===== src/rtl/sram_mff_pkg.sv =====
`default_nettype none
// ============================================================================
// Module      : sram_mff_pkg
// Description : Shared constants, pointer/flag types and the flag helper for
//               the multi-channel SRAM FIFO pointer controller.
// Revision    : 1.0 - initial release
// ============================================================================
package sram_mff_pkg;

  // Default geometry: two channels sharing an 18-bit SRAM address space
  localparam int c_num_ch      = 2;
  localparam int c_ch_w        = 1;
  localparam int c_ch_addr_w   = 17;
  localparam int c_sram_addr_w = c_ch_w + c_ch_addr_w;
  localparam int c_cnt_w       = c_ch_addr_w + 1;
  localparam int c_ch_depth    = 1 << c_ch_addr_w;

  // Pointer layout: wrap bit above the in-region word address
  typedef struct packed {
    logic                   wrap;
    logic [c_ch_addr_w-1:0] addr;
  } mff_ptr_t;

  // Per-channel status flags
  typedef struct packed {
    logic empty;
    logic full;
    logic aempty;
    logic afull;
  } mff_flags_t;

  // Flags for a given occupancy; operands are zero-extended to 32 bits so
  // one function serves every channel-depth configuration.
  function automatic mff_flags_t mff_calc_flags(
    input logic [31:0] occ,
    input int unsigned ch_addr_w,
    input logic [31:0] aempty_th,
    input logic [31:0] afull_th
  );
    mff_flags_t f;
    f.empty  = (occ == 32'd0);
    f.full   = (occ == (32'd1 << ch_addr_w));
    f.aempty = (occ <= aempty_th);
    f.afull  = (occ >= afull_th);
    return f;
  endfunction

endpackage
`default_nettype wire


===== src/rtl/sram_mff_ch_ptr.sv =====
`default_nettype none
// ============================================================================
// Module      : sram_mff_ch_ptr
// Description : One FIFO channel: wrap-bit read/write pointers, flush,
//               occupancy and registered status flags.
// Revision    : 1.0 - initial release
// ============================================================================
module sram_mff_ch_ptr
  import sram_mff_pkg::*;
#(
  parameter int P_CH_ADDR_W = c_ch_addr_w,
  parameter int P_CNT_W     = c_cnt_w
) (
  input  logic                   clk_ir,
  input  logic                   rst_il,
  input  logic                   inc_wr_ih,
  input  logic                   inc_rd_ih,
  input  logic                   flush_ih,
  input  logic [P_CNT_W-1:0]     aempty_thresh_id,
  input  logic [P_CNT_W-1:0]     afull_thresh_id,
  output logic [P_CH_ADDR_W-1:0] wr_addr_od,
  output logic [P_CH_ADDR_W-1:0] rd_addr_od,
  output logic [P_CNT_W-1:0]     occ_od,
  output logic                   empty_oh,
  output logic                   full_oh,
  output logic                   aempty_oh,
  output logic                   afull_oh
);

  localparam logic [P_CNT_W-1:0] c_ptr_one = {{(P_CNT_W-1){1'b0}}, 1'b1};

  logic [P_CNT_W-1:0] r_wr_ptr;
  logic [P_CNT_W-1:0] r_rd_ptr;
  logic [P_CNT_W-1:0] r_occ;
  logic               r_empty;
  logic               r_full;
  logic               r_aempty;
  logic               r_afull;

  logic [P_CNT_W-1:0] w_wr_ptr_next;
  logic [P_CNT_W-1:0] w_rd_ptr_next;
  logic [P_CNT_W-1:0] w_occ_next;
  mff_flags_t         w_flags_next;

  // Next pointers; flush snaps the read pointer onto the post-write pointer,
  // so a write landing in the same cycle is discarded along with the rest.
  always_comb begin
    w_wr_ptr_next = r_wr_ptr;
    if (inc_wr_ih) begin
      w_wr_ptr_next = r_wr_ptr + c_ptr_one;
    end
    w_rd_ptr_next = r_rd_ptr;
    if (flush_ih) begin
      w_rd_ptr_next = w_wr_ptr_next;
    end else if (inc_rd_ih) begin
      w_rd_ptr_next = r_rd_ptr + c_ptr_one;
    end
    w_occ_next   = w_wr_ptr_next - w_rd_ptr_next;
    w_flags_next = mff_calc_flags(32'(w_occ_next), P_CH_ADDR_W,
                                  32'(aempty_thresh_id), 32'(afull_thresh_id));
  end

  // Register pointers, occupancy and flags from their next values
  always_ff @(posedge clk_ir) begin
    if (!rst_il) begin
      r_wr_ptr <= '0;
      r_rd_ptr <= '0;
      r_occ    <= '0;
      r_empty  <= 1'b1;
      r_full   <= 1'b0;
      r_aempty <= 1'b1;
      r_afull  <= 1'b0;
    end else begin
      r_wr_ptr <= w_wr_ptr_next;
      r_rd_ptr <= w_rd_ptr_next;
      r_occ    <= w_occ_next;
      r_empty  <= w_flags_next.empty;
      r_full   <= w_flags_next.full;
      r_aempty <= w_flags_next.aempty;
      r_afull  <= w_flags_next.afull;
    end
  end

  assign wr_addr_od = r_wr_ptr[P_CH_ADDR_W-1:0];
  assign rd_addr_od = r_rd_ptr[P_CH_ADDR_W-1:0];
  assign occ_od     = r_occ;
  assign empty_oh   = r_empty;
  assign full_oh    = r_full;
  assign aempty_oh  = r_aempty;
  assign afull_oh   = r_afull;

endmodule
`default_nettype wire


===== src/rtl/sram_mff_cntrlr.sv =====
`default_nettype none
// ============================================================================
// Module      : sram_mff_cntrlr
// Description : Multi-channel SRAM FIFO pointer controller. Splits one SRAM
//               into P_NUM_CH circular regions, decodes read/write acks and
//               supplies full SRAM addresses. Optional sticky overflow /
//               underflow status is enabled with SRAM_MFF_ERR_STATS_EN.
// Revision    : 1.0 - initial release
// ============================================================================
module sram_mff_cntrlr
  import sram_mff_pkg::*;
#(
  parameter int P_NUM_CH      = c_num_ch,
  parameter int P_CH_W        = c_ch_w,
  parameter int P_CH_ADDR_W   = c_ch_addr_w,
  parameter int P_SRAM_ADDR_W = c_sram_addr_w,
  parameter int P_CNT_W       = c_cnt_w
) (
  input  logic                          clk_ir,
  input  logic                          rst_il,
  input  logic                          wr_en_ih,
  input  logic [P_CH_W-1:0]             wr_ch_id,
  input  logic                          rd_en_ih,
  input  logic [P_CH_W-1:0]             rd_ch_id,
  input  logic [P_NUM_CH-1:0]           flush_ih,
  input  logic [P_CNT_W-1:0]            aempty_thresh_id,
  input  logic [P_CNT_W-1:0]            afull_thresh_id,
  output logic                          wr_ack_oh,
  output logic                          rd_ack_oh,
  output logic [P_SRAM_ADDR_W-1:0]      sram_wr_addr_od,
  output logic [P_SRAM_ADDR_W-1:0]      sram_rd_addr_od,
  output logic [P_NUM_CH-1:0]           empty_oh,
  output logic [P_NUM_CH-1:0]           full_oh,
  output logic [P_NUM_CH-1:0]           aempty_oh,
  output logic [P_NUM_CH-1:0]           afull_oh,
`ifdef SRAM_MFF_ERR_STATS_EN
  input  logic                          err_clr_ih,
  output logic [P_NUM_CH-1:0]           ovf_oh,
  output logic [P_NUM_CH-1:0]           udf_oh,
`endif
  output logic [P_NUM_CH*P_CNT_W-1:0]   occ_od
);

  logic [P_NUM_CH-1:0]    w_inc_wr;
  logic [P_NUM_CH-1:0]    w_inc_rd;
  logic [P_CH_ADDR_W-1:0] w_wr_addr [P_NUM_CH];
  logic [P_CH_ADDR_W-1:0] w_rd_addr [P_NUM_CH];

  // A full channel refuses writes even if it is read in the same cycle;
  // reads are refused on empty or while that channel is being flushed.
  assign wr_ack_oh = wr_en_ih & ~full_oh[wr_ch_id];
  assign rd_ack_oh = rd_en_ih & ~empty_oh[rd_ch_id] & ~flush_ih[rd_ch_id];

  // Steer accepted requests to the addressed channel only
  always_comb begin
    w_inc_wr           = '0;
    w_inc_rd           = '0;
    w_inc_wr[wr_ch_id] = wr_ack_oh;
    w_inc_rd[rd_ch_id] = rd_ack_oh;
  end

  // Channel id forms the region base; pointer selects the word inside it
  assign sram_wr_addr_od = {wr_ch_id, w_wr_addr[wr_ch_id]};
  assign sram_rd_addr_od = {rd_ch_id, w_rd_addr[rd_ch_id]};

  generate
    for (genvar c = 0; c < P_NUM_CH; c++) begin : g_ch
      sram_mff_ch_ptr #(
        .P_CH_ADDR_W (P_CH_ADDR_W),
        .P_CNT_W     (P_CNT_W)
      ) u_ch_ptr (
        .clk_ir           (clk_ir),
        .rst_il           (rst_il),
        .inc_wr_ih        (w_inc_wr[c]),
        .inc_rd_ih        (w_inc_rd[c]),
        .flush_ih         (flush_ih[c]),
        .aempty_thresh_id (aempty_thresh_id),
        .afull_thresh_id  (afull_thresh_id),
        .wr_addr_od       (w_wr_addr[c]),
        .rd_addr_od       (w_rd_addr[c]),
        .occ_od           (occ_od[c*P_CNT_W +: P_CNT_W]),
        .empty_oh         (empty_oh[c]),
        .full_oh          (full_oh[c]),
        .aempty_oh        (aempty_oh[c]),
        .afull_oh         (afull_oh[c])
      );
    end
  endgenerate

`ifdef SRAM_MFF_ERR_STATS_EN
  logic [P_NUM_CH-1:0] w_ovf_set;
  logic [P_NUM_CH-1:0] w_udf_set;
  logic [P_NUM_CH-1:0] r_ovf;
  logic [P_NUM_CH-1:0] r_udf;

  // Error events: write to a full channel, read to an empty or flushing one
  always_comb begin
    w_ovf_set           = '0;
    w_udf_set           = '0;
    w_ovf_set[wr_ch_id] = wr_en_ih & full_oh[wr_ch_id];
    w_udf_set[rd_ch_id] = rd_en_ih & (empty_oh[rd_ch_id] | flush_ih[rd_ch_id]);
  end

  // Sticky error bits; a new event outranks a simultaneous clear
  always_ff @(posedge clk_ir) begin
    if (!rst_il) begin
      r_ovf <= '0;
      r_udf <= '0;
    end else begin
      r_ovf <= (err_clr_ih ? '0 : r_ovf) | w_ovf_set;
      r_udf <= (err_clr_ih ? '0 : r_udf) | w_udf_set;
    end
  end

  assign ovf_oh = r_ovf;
  assign udf_oh = r_udf;
`endif

endmodule
`default_nettype wire

===== config.mk =====
export PLATFORM = sky130hd
export DESIGN_NAME = sram_mff_cntrlr
export DESIGN_NICKNAME = d
export VERILOG_FILES = /design/src/rtl/sram_mff_pkg.sv /design/src/rtl/sram_mff_ch_ptr.sv /design/src/rtl/sram_mff_cntrlr.sv
export SDC_FILE = /design/constraint.sdc
export NUM_CORES = 1
export LEC_CHECK = 0
export ABC_AREA = 0
export CORE_ASPECT_RATIO = 0.6
export CORE_MARGIN = 2
export CORE_UTILIZATION = 60
export DETAILED_ROUTE_END_ITERATION = 12
export PLACE_DENSITY_LB_ADDON = 0.05
export SETUP_SLACK_MARGIN = 0.3
export SLEW_MARGIN = 20
export SYNTH_ARGS = -nofsm -noshare
export SYNTH_HDL_FRONTEND = slang
export SYNTH_SLANG_ARGS = --single-unit

===== constraint.sdc =====
create_clock -name clk_ir -period 11.5 [get_ports clk_ir]
set_clock_uncertainty 0.15 [all_clocks]
set_input_delay 3.45 -clock clk_ir [delete_from_list [all_inputs] [get_ports clk_ir]]
set_output_delay 3.45 -clock clk_ir [all_outputs]
set_load 0.02 [all_outputs]

Word level (Yosys, flattened, before mapping) --
Index checks and enable logic that the tools add are counted.
Storage, ports and cells: flip-flop bits (word level) 116, input port bits 44, output and inout bits 82, word-level logic and storage cells 68
Operators by class: add/sub/neg operators 6, order comparisons 10, equal/unequal tests 2, multiplexer cells 22, bitwise operators 10, reduce and logical (&&, ||, !) cells 4
Operators with widths (count):
- two-way mux 18 bit | 6
- two-way mux 17 bit | 6
- adder 18 x 1 -> 18 bit (second input constant) | 4
- == test 18 bit (second input constant) | 2
- >= comparator 18 bit | 2
- <= comparator 18 bit | 2
- zero test 18 bit | 2
- subtractor 18 bit | 2
- two-way mux 1 bit | 8
- bitwise AND 2 bit | 2
- >= comparator 2 bit (second input constant) | 2
- < comparator 1 x 2 -> 1 bit (second input constant) | 2
- NOT 1 -> 2 bit | 2
- bitwise AND 1 bit | 3
- NOT 1 bit | 3
- demux 1 bit (select 1 bit) | 2
- >= comparator 1 bit (second input constant) | 2
- logical AND 1 bit | 2

Depth between registers and ports, before layout --
word-level depth 10, mapped depth 23, depth with buffers taken out 23

By module --
Synthesis repeated with hierarchy kept, for this count alone.
Second synthesis, totals: cells, all modules 1135, area, all modules 9505.4 µm²
Modules (own cells, without submodules):
- sram_mff_ch_ptr (g_ch[0].u_ch_ptr) | instances 1, cells an instance 554, area each 4657.0 µm², seq. area each 1161.1 µm²
- sram_mff_ch_ptr (g_ch[1].u_ch_ptr) | instances 1, cells an instance 533, area each 4349.2 µm², seq. area each 1161.1 µm²
- sram_mff_cntrlr | instances 1, cells an instance 48, area each 499.2 µm², seq. area each 0.0 µm²

Worst setup path before layout --
OpenSTA, ideal clock, no wires.
path type input -> output, from input wr_ch_id, to output sram_wr_addr_od[11], arrival time 4.548 ns, data required time 7.900 ns, setup slack 3.352 ns, cell stages on the path 3, buffers on the path 2, cell sequence buf_1 clkbuf_1 mux2_2
Between the ends: word-level cells in the longest chain between the ends 4
RTL lines:
- from (decl) | line sram_mff_cntrlr.sv:22 | input logic [P_CH_W-1:0] wr_ch_id,
- NOT 1 -> 2 bit (implied by the code) | line sram_mff_cntrlr.sv:63 | assign sram_wr_addr_od = {wr_ch_id, w_wr_addr[wr_ch_id]};
- two-way mux 17 bit (implied by the code) (3 in a row) | line sram_mff_cntrlr.sv:63
- to (decl) | line sram_mff_cntrlr.sv:30 | output logic [P_SRAM_ADDR_W-1:0] sram_wr_addr_od,
Every way passes these cells. The select of a mux whose other input is x is not followed.

Final worst setup path --
from input rd_ch_id, to register g_ch[0].u_ch_ptr.r_afull
Between the ends: word-level cells in the longest chain between the ends 10, elaborated cells on any way between the ends 18, classes of those cells add/sub: 1; order compare: 3; mux: 8; bitwise: 5; reduce/logical: 1
RTL lines:
- from (decl) | line sram_mff_cntrlr.sv:24 | input logic [P_CH_W-1:0] rd_ch_id,
- branches (longest 5 deep; another with < comparator 1 x 2 -> 1 bit)
- bitwise AND 2 bit (no source line) (*)
- two-way mux 18 bit (*) | line sram_mff_ch_ptr.sv:55 | end else if (inc_rd_ih) begin
- two-way mux 18 bit (*) | line sram_mff_ch_ptr.sv:53 | if (flush_ih) begin
- subtractor 18 bit (*) | line sram_mff_ch_ptr.sv:58 | w_occ_next = w_wr_ptr_next - w_rd_ptr_next;
- via g_ch[0].u_ch_ptr.w_occ_next[17] | line sram_mff_ch_ptr.sv:42 | logic [P_CNT_W-1:0] w_occ_next;
- >= comparator 18 bit (*) | line sram_mff_pkg.sv:44 | f.afull = (occ >= afull_th);
- to (signal assigned) | line sram_mff_ch_ptr.sv:80 | r_afull <= w_flags_next.afull;
- to (decl) | line sram_mff_ch_ptr.sv:38 | logic r_afull;
Mark *: on every way through the listed nets, which the timed path passes. The select of a mux whose other input is x is not followed. A chain may end at the register's enable or synchronous reset.

==> flow_metrics.tcl <==
set metrics [dict create \
    synth.area.top_cells "dfxtp_1, ha_1, xnor2_1, nor2_1, and2_1" \
    end_kind "flop" \
    place_area_mm2 0.0100 \
    gr-total-overflow 0 \
    nets 1308 \
    drive_gt1_share_pct 7.65 \
    netlist_instances 1040 \
    p_leak_nw 4.67 \
    worst_slack_ps 1770 \
    viasPerCell 5.97 \
    clock_latency_ps 420 \
    vias 8097 \
    synth-main-ff-cell "dfxtp_1" \
    utilization_pct 76.4 \
    antenna_left 0 \
    total_power_mw 1.37 \
    synthTopCellsByCount "nor2_1, dfxtp_1, ha_1" \
    start_util_pct 62.5 \
    max_cap_violations 0 \
    cp.depth 22 \
    yosysWarnings 0 \
    ir_drop_mv 0.109 \
    antenna_found_initial 0 \
    critPathLaunchType "input pin" \
    cp.arrival_ps 9880 \
    cpLargestDelayFamily "simple AND/OR/NAND/NOR gates" \
    cts-resized-gates 0 \
    crit_start "rd_ch_id" \
    firstDrtPassIters 5 \
    dp.cells 1324 \
    setup_viol 0 \
    slowest_delay_ps 980 \
    async_flop_share_pct 0 \
    antenna_cells 0 \
    drt_first_iter_violations 839 \
    post-cts-setup-buffers 0 \
    worst-setup-path-type "input pin to flop" \
    period_needed_ps 9730 \
    worstHoldPathType "flop to flop" \
    slew_headroom_pct 32.7 \
    stdcell_area_mm2 0.0106 \
    wl_per_cell_um 20.1 \
    worstReg2RegStart "g_ch[0].u_ch_ptr.empty_oh$_SDFF_PN1_" \
    crit_path_end "g_ch[0].u_ch_ptr.afull_oh$_SDFF_PN0_" \
    cts_made_buffers 17 \
    synth_most_common_cell "nor2_1" \
    die_height_um 97.1 \
    cp_slowest_cell "nor4b_1" \
    die_area_mm2 0.0155 \
    ios 126 \
    synth_edf_count 0 \
    grt_pass1_vias 7548 \
    reg2reg_depth 21 \
    post-synth-top-area-cell "dfxtp_1" \
    synth_seq_area_share_pct 26.8 \
    rsz0062_at_grt "false" \
    std_cell_rows 33 \
    cts-root-buf "clkbuf_16" \
    syn_to_final_growth_pct 22.2 \
    gp_congestion 0.936 \
    hold_viol_final 0 \
    cts_sinks 116 \
    place_ws_ps 1510 \
    outcome "finished clean" \
    io_buffers 125 \
    crit_buf_inv 1 \
    post-route-drc-count 0 \
    crit_chain "clkdlybuf4s50_1, nor4b_1, nand4_1, or2_2, nor2_1, xnor2_1, nor2_1, a21oi_1, ha_1, a21oi_1, o21ai_0, nor3_1, a21oi_1, a211o_1, a41oi_1, o21ai_0, xnor2_1, ha_1, nor2b_1, o21ai_0, o21a_1, a31oi_1" \
    path_clk_slew_ps 60 \
    ys_ff_latch 116 \
    synth.top_cell.area_share_pct 26.8 \
    grt_pass1_wl_mm 42.4 \
    critPathMaxFanout 26 \
    clock_path_buffers 2 \
    p_per_area_mw_per_mm2 129 \
    hold_ws_ps 420 \
    fmaxAchievable_ghz 0.103 \
    core_area_mm2 0.0139 \
    syn_area_per_cell_um2 8.33 \
    r2r_end "g_ch[0].u_ch_ptr.afull_oh$_SDFF_PN0_" \
    dieWidth_um 159 \
    cts_tree "yes" \
    layout.cells.non_filler 1356 \
    h-tree-depth 4 \
    fill_cells 1040 \
    place_hpwl_mm 20.9 \
    routed_wirelength_mm 27.2 \
    grt_max_degree 64 \
    synth_area_mm2 0.00867 \
    synth_cell_types 70 \
    hold_buffers 0 \
    worst_pin_slew_ps 1010 \
    slew_viol_final 0 \
    grt_usage_pct 35.3 \
    synth_fp_nets 1197 \
    worst-endpoint-required_ps 11650 \
    setup_tns_ps 0 \
    ff2ff_setup_slack_ps 5540 \
    period_share_pct 84.6 \
]
[worst min-delay path, delay by kind of cell, from the launching register on]
kind,cells,cell delay [ps]
AND/OR/NAND/NOR,1,90
XOR/XNOR,1,120
flip-flops,1,320
[sequential cells by signal, summed over array words and instances, names as in the netlist]
signal	flops
g_ch.u_ch_ptr.aempty_oh	2
g_ch.u_ch_ptr.afull_oh	2
g_ch.u_ch_ptr.empty_oh	2
g_ch.u_ch_ptr.full_oh	2
g_ch.u_ch_ptr.occ_od	36
g_ch.u_ch_ptr.r_rd_ptr	36
g_ch.u_ch_ptr.r_wr_ptr	36
[cell families after synthesis]
| group | synth area share [%] |
|---|---|
| AO/OA/AOI/OAI | 14.3 |
| multiplexers | 4.48 |
| XOR/XNOR | 9.50 |
| AND/OR/NAND/NOR | 23.4 |
| buffers and inverters | 5.12 |
| flip-flops | 26.8 |
| adder cells (fa/ha/maj) | 16.5 |
[placed cells by master, fill, tap and decap left out, drive strengths merged, types with 19 or more instances in the layout]
master	n
clkdlybuf4s50	124
nor2	119
dfxtp	116
ha	111
a21oi	71
inv	69
and2	63
xnor2	57
nand2	52
xor2	37
o21ai	37
mux2	30
nand3	25
a21o	25
clkbuf	19
[metal layers]
layer	GRT usage, %	part of all wire [%]
met5	0	0
met4	8.25	1.6
met3	13.4	13
met2	49.7	40
met1	50.5	46
[where the power goes]
group          total (mW)  internal (mW)  switching [mW]
Combinational       0.389          0.168           0.221
Sequential          0.434          0.424          0.0103
Clock               0.544          0.327           0.216
Total                1.37          0.919           0.448
[cell type report]
class	count	area, µm²	area share [%]
multi-input combinational	819	5900	55.7
sequential	116	2320	21.9
timing repair buffer	131	1290	12.2
clock buffer	18	439	4.14
inverter	66	248	2.34
tap	192	240	2.27
clock inverter	14	154	1.45
[how the worst min path moves through the flow]
stage,startpoint,depth (start not counted),end,slack [ps]
after floorplan,g_ch[1].u_ch_ptr.r_wr_ptr[14]$_SDFF_PN0_,2,g_ch[1].u_ch_ptr.r_wr_ptr[14]$_SDFF_PN0_,350
after global placement,g_ch[0].u_ch_ptr.r_wr_ptr[17]$_SDFF_PN0_,2,g_ch[0].u_ch_ptr.r_wr_ptr[17]$_SDFF_PN0_,390
after detailed placement,g_ch[0].u_ch_ptr.r_wr_ptr[17]$_SDFF_PN0_,2,g_ch[0].u_ch_ptr.r_wr_ptr[17]$_SDFF_PN0_,400
after CTS,g_ch[0].u_ch_ptr.r_wr_ptr[17]$_SDFF_PN0_,2,g_ch[0].u_ch_ptr.r_wr_ptr[17]$_SDFF_PN0_,420
after global routing,g_ch[1].u_ch_ptr.r_wr_ptr[4]$_SDFF_PN0_,2,g_ch[1].u_ch_ptr.r_wr_ptr[4]$_SDFF_PN0_,480
final,g_ch[0].u_ch_ptr.r_wr_ptr[17]$_SDFF_PN0_,2,g_ch[0].u_ch_ptr.r_wr_ptr[17]$_SDFF_PN0_,420
No activity file was read; power rests on OpenSTA's default activity.
